$ cat config.mk
export PLATFORM = sky130hd
export DESIGN_NAME = hazard_fwd_unit_flat
export DESIGN_NICKNAME = d
export VERILOG_FILES = /design/src/rtl/hazard_fwd_unit_pkg.sv /design/src/rtl/hazard_fwd_unit_if.sv /design/src/rtl/hazard_fwd_unit_fwd_select.sv /design/src/rtl/hazard_fwd_unit.sv /design/src/flat_wrapper.sv
export SDC_FILE = /design/constraint.sdc
export NUM_CORES = 1
export LEC_CHECK = 0
export ABC_AREA = 1
export CAP_MARGIN = 20
export CORE_MARGIN = 5
export CORE_UTILIZATION = 29
export CTS_CLUSTER_SIZE = 20
export DETAILED_ROUTE_END_ITERATION = 6
export PLACE_DENSITY = 0.54
export SYNTH_ARGS = -nofsm -noshare
export SYNTH_HDL_FRONTEND = slang
export SYNTH_SLANG_ARGS = --single-unit
$ cat constraint.sdc
create_clock -name CLK -period 1.7 [get_ports CLK]
set_input_delay 0.425 -clock CLK [delete_from_list [all_inputs] [get_ports CLK]]
set_output_delay 0.425 -clock CLK [all_outputs]
set_load 0.02 [all_outputs]
$ cat src/rtl/hazard_fwd_unit_pkg.sv
// hazard_fwd_unit_pkg
// Shared types and constants for the ID-stage hazard/forwarding unit.
//   fwd_sel_e   : operand-forwarding select encoding. The same encoding
//                 drives MUX_ID_FW_P.
//   sb_entry_t  : one destination-scoreboard slot {rd, we, ld}.
//   BUBBLE      : an empty slot. It is inserted whenever the control unit
//                 zeroes the instruction in ID.
//   slot_hits() : producer-match test. GR0 never matches.
package hazard_fwd_unit_pkg;

  localparam int SB_RW = 5;

  typedef enum logic [1:0] {
    FWD_RF  = 2'b00,
    FWD_EX  = 2'b01,
    FWD_MEM = 2'b10,
    FWD_WB  = 2'b11
  } fwd_sel_e;

  typedef struct packed {
    logic [SB_RW-1:0] rd;
    logic             we;
    logic             ld;
  } sb_entry_t;

  localparam sb_entry_t BUBBLE = '{rd: '0, we: 1'b0, ld: 1'b0};

  // A slot produces register r only if it writes the file, targets r and
  // r is not the hard-wired zero register.
  function automatic logic slot_hits(input sb_entry_t e, input logic [SB_RW-1:0] r);
    return e.we && (e.rd == r) && (r != {SB_RW{1'b0}});
  endfunction

endpackage

$ cat src/rtl/hazard_fwd_unit_if.sv
// hazard_fwd_unit_if
// Bundle between the ID stage / pipeline control and the hazard unit.
//   ID_RA/ID_RB/ID_RD, ID_USES_A/B, ID_RF_LE, ID_L : decoded ID instruction
//   EX_J                                           : taken jump resolved in EX
//   A_S/B_S                                        : forwarding selects
//   IF_S, PC_LE, IFID_LE, IFID_FLUSH, CU_S         : pipeline control
//   STALL_CNT/FLUSH_CNT                            : saturating event counters
// The master modport is the pipeline side. The slave modport is the hazard unit.
interface hazard_fwd_unit_if #(
  parameter int RW    = 5,
  parameter int CNT_W = 16
);
  logic [RW-1:0]    ID_RA;
  logic [RW-1:0]    ID_RB;
  logic             ID_USES_A;
  logic             ID_USES_B;
  logic [RW-1:0]    ID_RD;
  logic             ID_RF_LE;
  logic             ID_L;
  logic             EX_J;
  logic [1:0]       A_S;
  logic [1:0]       B_S;
  logic             IF_S;
  logic             PC_LE;
  logic             IFID_LE;
  logic             IFID_FLUSH;
  logic             CU_S;
  logic [CNT_W-1:0] STALL_CNT;
  logic [CNT_W-1:0] FLUSH_CNT;

  modport master (
    output ID_RA, ID_RB, ID_USES_A, ID_USES_B, ID_RD, ID_RF_LE, ID_L, EX_J,
    input  A_S, B_S, IF_S, PC_LE, IFID_LE, IFID_FLUSH, CU_S, STALL_CNT, FLUSH_CNT
  );

  modport slave (
    input  ID_RA, ID_RB, ID_USES_A, ID_USES_B, ID_RD, ID_RF_LE, ID_L, EX_J,
    output A_S, B_S, IF_S, PC_LE, IFID_LE, IFID_FLUSH, CU_S, STALL_CNT, FLUSH_CNT
  );
endinterface

$ cat src/rtl/hazard_fwd_unit_fwd_select.sv
// hazard_fwd_unit_fwd_select
// Forwarding select for one ID source operand.
//   src_i    : source register specifier
//   use_i    : the instruction actually reads this operand
//   ex_i/mem_i/wb_i : scoreboard slots, youngest first
//   sel_o    : FWD_RF / FWD_EX / FWD_MEM / FWD_WB
//   ex_hit_o : the EX slot produces this (used) operand; feeds load-use detection
module hazard_fwd_unit_fwd_select
  import hazard_fwd_unit_pkg::*;
#(
  parameter int RW = SB_RW
) (
  input  logic [RW-1:0] src_i,
  input  logic          use_i,
  input  sb_entry_t     ex_i,
  input  sb_entry_t     mem_i,
  input  sb_entry_t     wb_i,
  output fwd_sel_e      sel_o,
  output logic          ex_hit_o
);

  // Priority pick: the youngest in-flight producer wins.
  always_comb begin
    sel_o    = FWD_RF;
    ex_hit_o = 1'b0;
    if (!use_i) begin
      sel_o = FWD_RF;
    end else if (slot_hits(ex_i, src_i)) begin
      sel_o    = FWD_EX;
      ex_hit_o = 1'b1;
    end else if (slot_hits(mem_i, src_i)) begin
      sel_o = FWD_MEM;
    end else if (slot_hits(wb_i, src_i)) begin
      sel_o = FWD_WB;
    end else begin
      sel_o = FWD_RF;
    end
  end

endmodule

$ cat src/rtl/hazard_fwd_unit.sv
// hazard_fwd_unit
// ID-stage hazard and forwarding control for the 5-stage PA-RISC core.
//   CLK : rising-edge clock
//   RST : synchronous active-low reset
//   bus : hazard_fwd_unit_if.slave. It carries the decoded ID instruction
//         and EX_J in, and the forwarding selects, pipeline control and
//         event counters out.
// The unit keeps a private 3-slot destination scoreboard (EX, MEM, WB) that
// shifts every clock. Therefore no forwarding decision depends on
// downstream stage wiring. All outputs are combinational from the
// scoreboard and the current inputs.
module hazard_fwd_unit
  import hazard_fwd_unit_pkg::*;
#(
  parameter int RW    = SB_RW,
  parameter int CNT_W = 16
) (
  input  logic               CLK,
  input  logic               RST,
  hazard_fwd_unit_if.slave   bus
);

  sb_entry_t slot_ex_q,  slot_ex_d;
  sb_entry_t slot_mem_q, slot_mem_d;
  sb_entry_t slot_wb_q,  slot_wb_d;

  logic [CNT_W-1:0] stall_cnt_q, stall_cnt_d;
  logic [CNT_W-1:0] flush_cnt_q, flush_cnt_d;

  fwd_sel_e a_sel_s;
  fwd_sel_e b_sel_s;
  logic     a_ex_hit_s;
  logic     b_ex_hit_s;
  logic     load_use_s;
  logic     stall_s;

  logic     if_s_s;
  logic     pc_le_s;
  logic     ifid_le_s;
  logic     ifid_flush_s;
  logic     cu_s_s;

  sb_entry_t id_entry_s;

  hazard_fwd_unit_fwd_select #(.RW(RW)) u_fwd_select_a (
    .src_i    (bus.ID_RA),
    .use_i    (bus.ID_USES_A),
    .ex_i     (slot_ex_q),
    .mem_i    (slot_mem_q),
    .wb_i     (slot_wb_q),
    .sel_o    (a_sel_s),
    .ex_hit_o (a_ex_hit_s)
  );

  hazard_fwd_unit_fwd_select #(.RW(RW)) u_fwd_select_b (
    .src_i    (bus.ID_RB),
    .use_i    (bus.ID_USES_B),
    .ex_i     (slot_ex_q),
    .mem_i    (slot_mem_q),
    .wb_i     (slot_wb_q),
    .sel_o    (b_sel_s),
    .ex_hit_o (b_ex_hit_s)
  );

  // A load's data is not ready until the end of MEM. A dependent instruction
  // right behind it must therefore wait one cycle. A taken jump squashes that
  // instruction anyway, so the flush cancels the stall.
  assign load_use_s = slot_ex_q.ld && (a_ex_hit_s || b_ex_hit_s);
  assign stall_s    = load_use_s && !bus.EX_J;

  // Pipeline control: jump flush has priority over the load-use stall.
  always_comb begin
    if_s_s       = 1'b0;
    pc_le_s      = 1'b1;
    ifid_le_s    = 1'b1;
    ifid_flush_s = 1'b0;
    cu_s_s       = 1'b0;
    if (bus.EX_J) begin
      if_s_s       = 1'b1;
      pc_le_s      = 1'b1;
      ifid_le_s    = 1'b1;
      ifid_flush_s = 1'b1;
      cu_s_s       = 1'b1;
    end else if (stall_s) begin
      pc_le_s   = 1'b0;
      ifid_le_s = 1'b0;
      cu_s_s    = 1'b1;
    end else begin
      if_s_s       = 1'b0;
      ifid_flush_s = 1'b0;
    end
  end

  // The entry entering EX mirrors what MUX_CU lets through. A zeroed
  // instruction becomes a bubble, so it never forwards or stalls.
  always_comb begin
    id_entry_s = BUBBLE;
    if (cu_s_s) begin
      id_entry_s = BUBBLE;
    end else begin
      id_entry_s = '{rd: bus.ID_RD, we: bus.ID_RF_LE, ld: bus.ID_L};
    end
  end

  // Scoreboard shift and saturating counter next-state.
  always_comb begin
    slot_ex_d   = id_entry_s;
    slot_mem_d  = slot_ex_q;
    slot_wb_d   = slot_mem_q;
    stall_cnt_d = stall_cnt_q;
    flush_cnt_d = flush_cnt_q;
    if (stall_s && (stall_cnt_q != {CNT_W{1'b1}})) begin
      stall_cnt_d = stall_cnt_q + CNT_W'(1);
    end else begin
      stall_cnt_d = stall_cnt_q;
    end
    if (bus.EX_J && (flush_cnt_q != {CNT_W{1'b1}})) begin
      flush_cnt_d = flush_cnt_q + CNT_W'(1);
    end else begin
      flush_cnt_d = flush_cnt_q;
    end
  end

  // State registers; reset empties the scoreboard and clears the counters.
  always_ff @(posedge CLK) begin
    if (!RST) begin
      slot_ex_q   <= BUBBLE;
      slot_mem_q  <= BUBBLE;
      slot_wb_q   <= BUBBLE;
      stall_cnt_q <= '0;
      flush_cnt_q <= '0;
    end else begin
      slot_ex_q   <= slot_ex_d;
      slot_mem_q  <= slot_mem_d;
      slot_wb_q   <= slot_wb_d;
      stall_cnt_q <= stall_cnt_d;
      flush_cnt_q <= flush_cnt_d;
    end
  end

  assign bus.A_S        = a_sel_s;
  assign bus.B_S        = b_sel_s;
  assign bus.IF_S       = if_s_s;
  assign bus.PC_LE      = pc_le_s;
  assign bus.IFID_LE    = ifid_le_s;
  assign bus.IFID_FLUSH = ifid_flush_s;
  assign bus.CU_S       = cu_s_s;
  assign bus.STALL_CNT  = stall_cnt_q;
  assign bus.FLUSH_CNT  = flush_cnt_q;

endmodule

$ cat src/flat_wrapper.sv
// flat-port wrapper written by rule: the top's interface ports become plain ports
module hazard_fwd_unit_flat import hazard_fwd_unit_pkg::*;
#(
  parameter int RW    = SB_RW,
  parameter int CNT_W = 16
)
  (CLK, RST, bus_ID_RA, bus_ID_RB, bus_ID_USES_A, bus_ID_USES_B, bus_ID_RD, bus_ID_RF_LE, bus_ID_L, bus_EX_J, bus_A_S, bus_B_S, bus_IF_S, bus_PC_LE, bus_IFID_LE, bus_IFID_FLUSH, bus_CU_S, bus_STALL_CNT, bus_FLUSH_CNT);
  hazard_fwd_unit_if #(.RW(RW), .CNT_W(CNT_W)) bus_i ();
  input  logic CLK;
  input  logic RST;
  input wire logic [$bits(bus_i.ID_RA)-1:0] bus_ID_RA;
  input wire logic [$bits(bus_i.ID_RB)-1:0] bus_ID_RB;
  input wire logic [$bits(bus_i.ID_USES_A)-1:0] bus_ID_USES_A;
  input wire logic [$bits(bus_i.ID_USES_B)-1:0] bus_ID_USES_B;
  input wire logic [$bits(bus_i.ID_RD)-1:0] bus_ID_RD;
  input wire logic [$bits(bus_i.ID_RF_LE)-1:0] bus_ID_RF_LE;
  input wire logic [$bits(bus_i.ID_L)-1:0] bus_ID_L;
  input wire logic [$bits(bus_i.EX_J)-1:0] bus_EX_J;
  output wire logic [$bits(bus_i.A_S)-1:0] bus_A_S;
  output wire logic [$bits(bus_i.B_S)-1:0] bus_B_S;
  output wire logic [$bits(bus_i.IF_S)-1:0] bus_IF_S;
  output wire logic [$bits(bus_i.PC_LE)-1:0] bus_PC_LE;
  output wire logic [$bits(bus_i.IFID_LE)-1:0] bus_IFID_LE;
  output wire logic [$bits(bus_i.IFID_FLUSH)-1:0] bus_IFID_FLUSH;
  output wire logic [$bits(bus_i.CU_S)-1:0] bus_CU_S;
  output wire logic [$bits(bus_i.STALL_CNT)-1:0] bus_STALL_CNT;
  output wire logic [$bits(bus_i.FLUSH_CNT)-1:0] bus_FLUSH_CNT;
  assign bus_i.ID_RA = bus_ID_RA;
  assign bus_i.ID_RB = bus_ID_RB;
  assign bus_i.ID_USES_A = bus_ID_USES_A;
  assign bus_i.ID_USES_B = bus_ID_USES_B;
  assign bus_i.ID_RD = bus_ID_RD;
  assign bus_i.ID_RF_LE = bus_ID_RF_LE;
  assign bus_i.ID_L = bus_ID_L;
  assign bus_i.EX_J = bus_EX_J;
  assign bus_A_S = bus_i.A_S;
  assign bus_B_S = bus_i.B_S;
  assign bus_IF_S = bus_i.IF_S;
  assign bus_PC_LE = bus_i.PC_LE;
  assign bus_IFID_LE = bus_i.IFID_LE;
  assign bus_IFID_FLUSH = bus_i.IFID_FLUSH;
  assign bus_CU_S = bus_i.CU_S;
  assign bus_STALL_CNT = bus_i.STALL_CNT;
  assign bus_FLUSH_CNT = bus_i.FLUSH_CNT;
  hazard_fwd_unit #(.RW(RW), .CNT_W(CNT_W)) u_core (.CLK(CLK), .RST(RST), .bus(bus_i));
endmodule
==> impl_metrics.tcl, run 1 <==
set metrics [dict create \
    slowest_delay_ns 0.34 \
    n_antenna_cell 0 \
    grt_pass1_wl_um 15000 \
    vias 3235 \
    fp-row-count 37 \
    avgSynthCellArea_um2 6.38 \
    p_sw_share_pct 26.3 \
    min_path_type "reg2reg" \
    relSlewSlack_pct 78.4 \
    drive_above_1_share_pct 27.5 \
    cp.arrival_ns 1.64 \
    p_int_mw 1.69 \
    cts_buffers 5 \
    hold_slack_ns 0.444 \
    antenna_left 0 \
    io_pins 63 \
    synth_top_flop_cell "dfxtp_1" \
    skew_ns 0.00601 \
    setup_violations 22 \
    yosysWarnings 0 \
    root_buffer "clkbuf_8" \
    p_seq_share_pct 53.3 \
    vdd_drop_max_v 0.000311 \
    core-area_um2 10300 \
    ys_types 40 \
    yosysTopAreaCell "dfxtp_1" \
    power.density_nw_per_um2 510 \
    hold_viol 0 \
    die_area_um2 12600 \
    p_clk_share_pct 32.2 \
    slowest_stage "dfxtp_2" \
    netSwitchingPower_mw 0.603 \
    violations "negative setup slack" \
    place_worst_setup_slack_ns -1.29 \
    clk_pin_slew_ns 0.09 \
    comb_power_share_pct 14.5 \
    drv_slew 0 \
    worstPathRequired_ns 1.27 \
    grt_overflow 0 \
    drv_cap 0 \
    finalCriticalPeriod_ns 2.07 \
    cts_sinks 51 \
    drc 0 \
    clk_latency_ns 0.30 \
    status "finished, violations left" \
    drt_iter0_drc 122 \
    via_per_inst 4.46 \
    drtPass1Iterations 4 \
    cp_cell_sequence "buf_6 -> a21oi_2 -> nand2_1 -> nor2_2 -> nand3_4 -> nand2_4 -> buf_12 -> nand3_4 -> buf_6" \
    finalCritPeriodShare_pct 122 \
    yosysSeqAreaShare_pct 33.6 \
    gp_congestion 0.911 \
    grt_start_max_net_pins 26 \
    synth_top_area_share_pct 33.6 \
    async_reset_ff_share_pct 0 \
    crit_type "reg2out" \
    synth_fp_nets 500 \
    die_w_um 112 \
    mappedNetlistArea_um2 3040 \
    dpl.hpwl_um 6970 \
    synth_most_common_cell "nand2_1" \
    synth_edf_count 0 \
    wire_per_inst_um 12.5 \
    initial_utilization_pct 29.5 \
    antenna_found_initial 0 \
    wl_um 9100 \
    grt_usage_pct 14.3 \
    tightest_slew_ns 0.323 \
    leakage_nw 2.15 \
    tritoncts "yes" \
    syn2layout_area_growth_pct 48.3 \
    die_h_um 112 \
    ys_ff_latch 51 \
    portBuffers 62 \
    critPathLaunchType "flop" \
    ctsHoldBuffers 0 \
    grt_pass1_vias 3158 \
    setup_ws_ns -0.366 \
    ys_top_cells_by_area "dfxtp_1 (34%), nand2_1 (16%), inv_1 (12%)" \
    cp-end-kind "primary output" \
    htreeDepth 2 \
    syn_inst 476 \
    ys_top_cells_by_count "nand2_1 (126), inv_1 (93), nor2_1 (63)" \
    rsz0062_at_grt "yes" \
    max_freq_mhz 484 \
    nets 613 \
    cts_max_path_buffers 2 \
    crit_fanout 3 \
]
==> stage by stage <==
stage               TNS (ns)  cell area (um^2)  util [%]  cells  power [mW]
finish                 -3.63              4500      43.8    726        2.29
floorplan            -0.0420              3050         -    476        1.39
global placement      -24.10              4100      39.9    705        1.55
CTS                    -4.82              4330      42.1    724        2.31
detailed placement    -23.45              4100      39.9    705        1.55
global route           -6.01              4500      43.8    726        2.42
==> power by group through the flow <==
stage                     clock, mW  combinational, mW  sequential [mW]
after floorplan                   0              0.137             1.26
after CTS                     0.771              0.311             1.23
after global routing          0.827              0.365             1.23
after global placement            0              0.295             1.26
after detailed placement          0              0.294             1.26
final                         0.738              0.333             1.22
==> flip-flops by register name (all words and copies together) (netlist names) <==
name                  cells
u_core.bus.FLUSH_CNT     16
u_core.slot_ex_q          7
u_core.slot_mem_q         6
u_core.slot_wb_q          6
u_core.bus.STALL_CNT     16
==> worst paths after layout <==
check,start,to,slack (ns),cells after the start
worst max-delay path,u_core.slot_ex_q[5],bus_IFID_LE,-0.37,9
worst min-delay path,u_core.slot_ex_q[1],u_core.slot_mem_q[1],0.44,2
worst max register to register,u_core.slot_ex_q[5],u_core.bus.STALL_CNT[14],-0.14,12
worst min register to register,u_core.slot_ex_q[1],u_core.slot_mem_q[1],0.44,2
==> what timing repair did <==
action / in CTS / in global routing
buffers inserted: 10 / 3
gates resized for setup: 163 / 43
endpoints found under the hold margin: 0 / 0
gates cloned: 1 / 0
pin swaps: 16 / 21
endpoints found under the setup margin: 64 / 38
==> per-layer routing <==
layer  global-route usage (%)  up-vias  wire, um
met2                     24.8       61      4480
met1                     18.3     1469      4240
li1                         -     1703         -
met4                     2.80        0        40
met3                     2.96        2       336
met5                        0        -         0
==> layout make-up <==
cell class,count,area [um^2]
Fill cell,1130,5780
Multi-Input combinational cell,315,1790
Sequential cell,51,1050
Timing Repair Buffer,117,1020
Inverter,99,374
Tap cell,136,170
Clock buffer,7,86.3
Clock inverter,1,8.76
==> cells in the final DEF (no fill, tap or decap), drive strengths merged, types with 4 or more instances in the layout <==
master and instances:
nor2 70, a21oi 12, o22ai 5, xor2 5
nand4 13, nor3 11, a211oi 4, inv 98
clkdlybuf4s50 11, nand2 128, o21ai 23, buf 73
nand3 19, clkbuf 7, dfxtp 51, xnor2 7
dlygate4sd2 32
==> kinds of logic (layout without fill, tap and decap cells) <==
group | after synthesis | count (layout) | synth area share, %
simple gates | 248 | 248 | 36.6
buf+inv | 110 | 224 | 14.8
compound gates | 53 | 53 | 10.8
flops | 51 | 51 | 33.6
xor+xnor | 12 | 12 | 3.46
fa+ha+maj | 2 | 2 | 0.824
==> critical path: cells and delay by family, from the launching register on <==
family,cells,cell delay (ns)
AOI/OAI and AO/OA,1,0.13
and+or+nand+nor,5,0.50
buffers and inverters,3,0.37
DFF,1,0.34
Note: power is estimated with default switching activity, not from simulation.
==> inputs of run 2 (changes only) <==
- CORE_UTILIZATION: 29 -> 26
- PLACE_DENSITY: 0.54 -> 0.5
==> impl_metrics.tcl, run 2 (synthesized netlist as in run 1, its figures left out) <==
set metrics [dict create \
    finalCritPeriodShare_pct 118 \
    drt_iter0_drc 151 \
    p_seq_share_pct 46.0 \
    setup_ws_ns -0.300 \
    drc 0 \
    antenna_found_initial 0 \
    p_sw_share_pct 22.9 \
    root_buffer "clkbuf_16" \
    die_w_um 118 \
    critPathLaunchType "flop" \
    violations "negative setup slack" \
    htreeDepth 2 \
    p_clk_share_pct 41.5 \
    status "finished, violations left" \
    relSlewSlack_pct 78.3 \
    dpl.hpwl_um 7070 \
    cp-end-kind "primary output" \
    wl_um 9030 \
    io_pins 63 \
    grt_overflow 0 \
    tritoncts "yes" \
    path_buf_inv 3 \
    n_antenna_cell 0 \
    finalCriticalPeriod_ns 2.00 \
    tightest_slew_ns 0.324 \
    ctsHoldBuffers 0 \
    cp_cell_sequence "buf_6 -> nand2_2 -> nand2_1 -> inv_1 -> nand2_1 -> nor2_2 -> nand3_2 -> nand2_4 -> nand3_4 -> buf_6" \
    grt_pass1_vias 3187 \
    vdd_drop_max_v 0.000394 \
    placed_cell_area_um2 4240 \
    core-area_um2 11400 \
    drv_cap 0 \
    p_int_mw 2.06 \
    crit_type "reg2out" \
    gp_congestion 0.842 \
    setup_tns_ns -1.90 \
    leakage_nw 2.30 \
    via_per_inst 4.39 \
    cts_max_path_buffers 2 \
    antenna_left 0 \
    comb_power_share_pct 12.4 \
    hold_viol 0 \
    cp.arrival_ns 1.58 \
    cts_sinks 51 \
    grt_start_max_net_pins 22 \
    min_path_type "reg2reg" \
    grt_usage_pct 12.8 \
    drtPass1Iterations 4 \
    critPathTopFamily "simple AND/OR/NAND/NOR gates" \
    netSwitchingPower_mw 0.610 \
    rsz0062_at_grt "yes" \
    cts_buffers 5 \
    slowest_stage "dfxtp_4" \
    crit_fanout 4 \
    syn2layout_area_growth_pct 52.2 \
    fp-row-count 39 \
    slowest_delay_ns 0.36 \
    die_area_um2 13900 \
    n_fill_cell 1237 \
    power.density_nw_per_um2 577 \
    clk_latency_ns 0.28 \
    layout_commonest_cell "nand2_1" \
    drv_slew 0 \
    die_h_um 118 \
    clk_pin_slew_ns 0.06 \
    vias 3269 \
    drive_above_1_share_pct 27.8 \
    final_cell_mix "nand2_1 (119), inv_1 (84), buf_4 (59), nor2_1 (56), dfxtp_1 (40)" \
    stdcell_area_um2 4620 \
    max_freq_mhz 500 \
    setup_violations 7 \
    grt_pass1_wl_um 15000 \
    wire_per_inst_um 12.1 \
    skew_ns 0.00598 \
    initial_utilization_pct 26.6 \
    nets 625 \
    portBuffers 62 \
    worstPathRequired_ns 1.27 \
]
run 2: repair_timing:
action	CTS	global route
buffers inserted	6	3
endpoints found under the hold margin	0	0
gates resized for setup	155	44
endpoints found under the setup margin	60	44
pin swaps	18	20
cloned	0	0
run 2: worst min-delay path, stage by stage, from the launching register on:
cell,delay (ns)
dfxtp_1,0.31
nand2_1,0.05
inv_1,0.03
run 2: layout make-up:
type / instances / area, um^2 / area share [%]
well taps: 143 / 179 / 3.87
inverters: 99 / 377 / 8.15
repair buffers: 129 / 1130 / 24.5
clock buffers: 6 / 129 / 2.79
multi-input cells: 315 / 1730 / 37.4
clock inverters: 1 / 30.0 / 0.650
flip-flops and latches: 51 / 1040 / 22.6
run 2: routing by layer:
layer,vias up,part of all wire [%],track usage (%)
li1,1726,-,-
met2,59,47,21.2
met4,0,1.1,3.66
met5,-,0,0
met1,1477,48,16.8
met3,7,3.9,2.59
run 2: power groups by stage:
stage	sequential, mW	clock (mW)	combinational, mW
after global routing	1.23	1.19	0.360
final	1.23	1.11	0.332
after global placement	1.26	0	0.306
after detailed placement	1.26	0	0.305
after floorplan	1.26	0	0.137
after CTS	1.23	1.14	0.323
run 2: worst paths after layout:
path	from	slack [ns]	cells after the start	endpoint
setup reg to reg	u_core.slot_ex_q[5]	0.03	13	u_core.bus.STALL_CNT[2]
hold / removal	u_core.slot_ex_q[1]	0.43	2	u_core.slot_mem_q[1]
setup / recovery	u_core.slot_ex_q[5]	-0.30	10	bus_PC_LE
hold reg to reg	u_core.slot_ex_q[1]	0.43	2	u_core.slot_mem_q[1]
run 2: metrics by stage:
stage                     util [%]  worst slack, ns  instances  total power [mW]  hold WS, ns
after floorplan                  -          -0.0420        476              1.39        0.407
after global placement        37.1            -1.20        729              1.56        0.423
after detailed placement      37.1            -1.17        729              1.56        0.432
after CTS                     39.1           -0.333        741              2.69        0.442
after global routing          40.5           -0.397        744              2.78        0.474
final                         40.5           -0.300        744              2.67        0.434
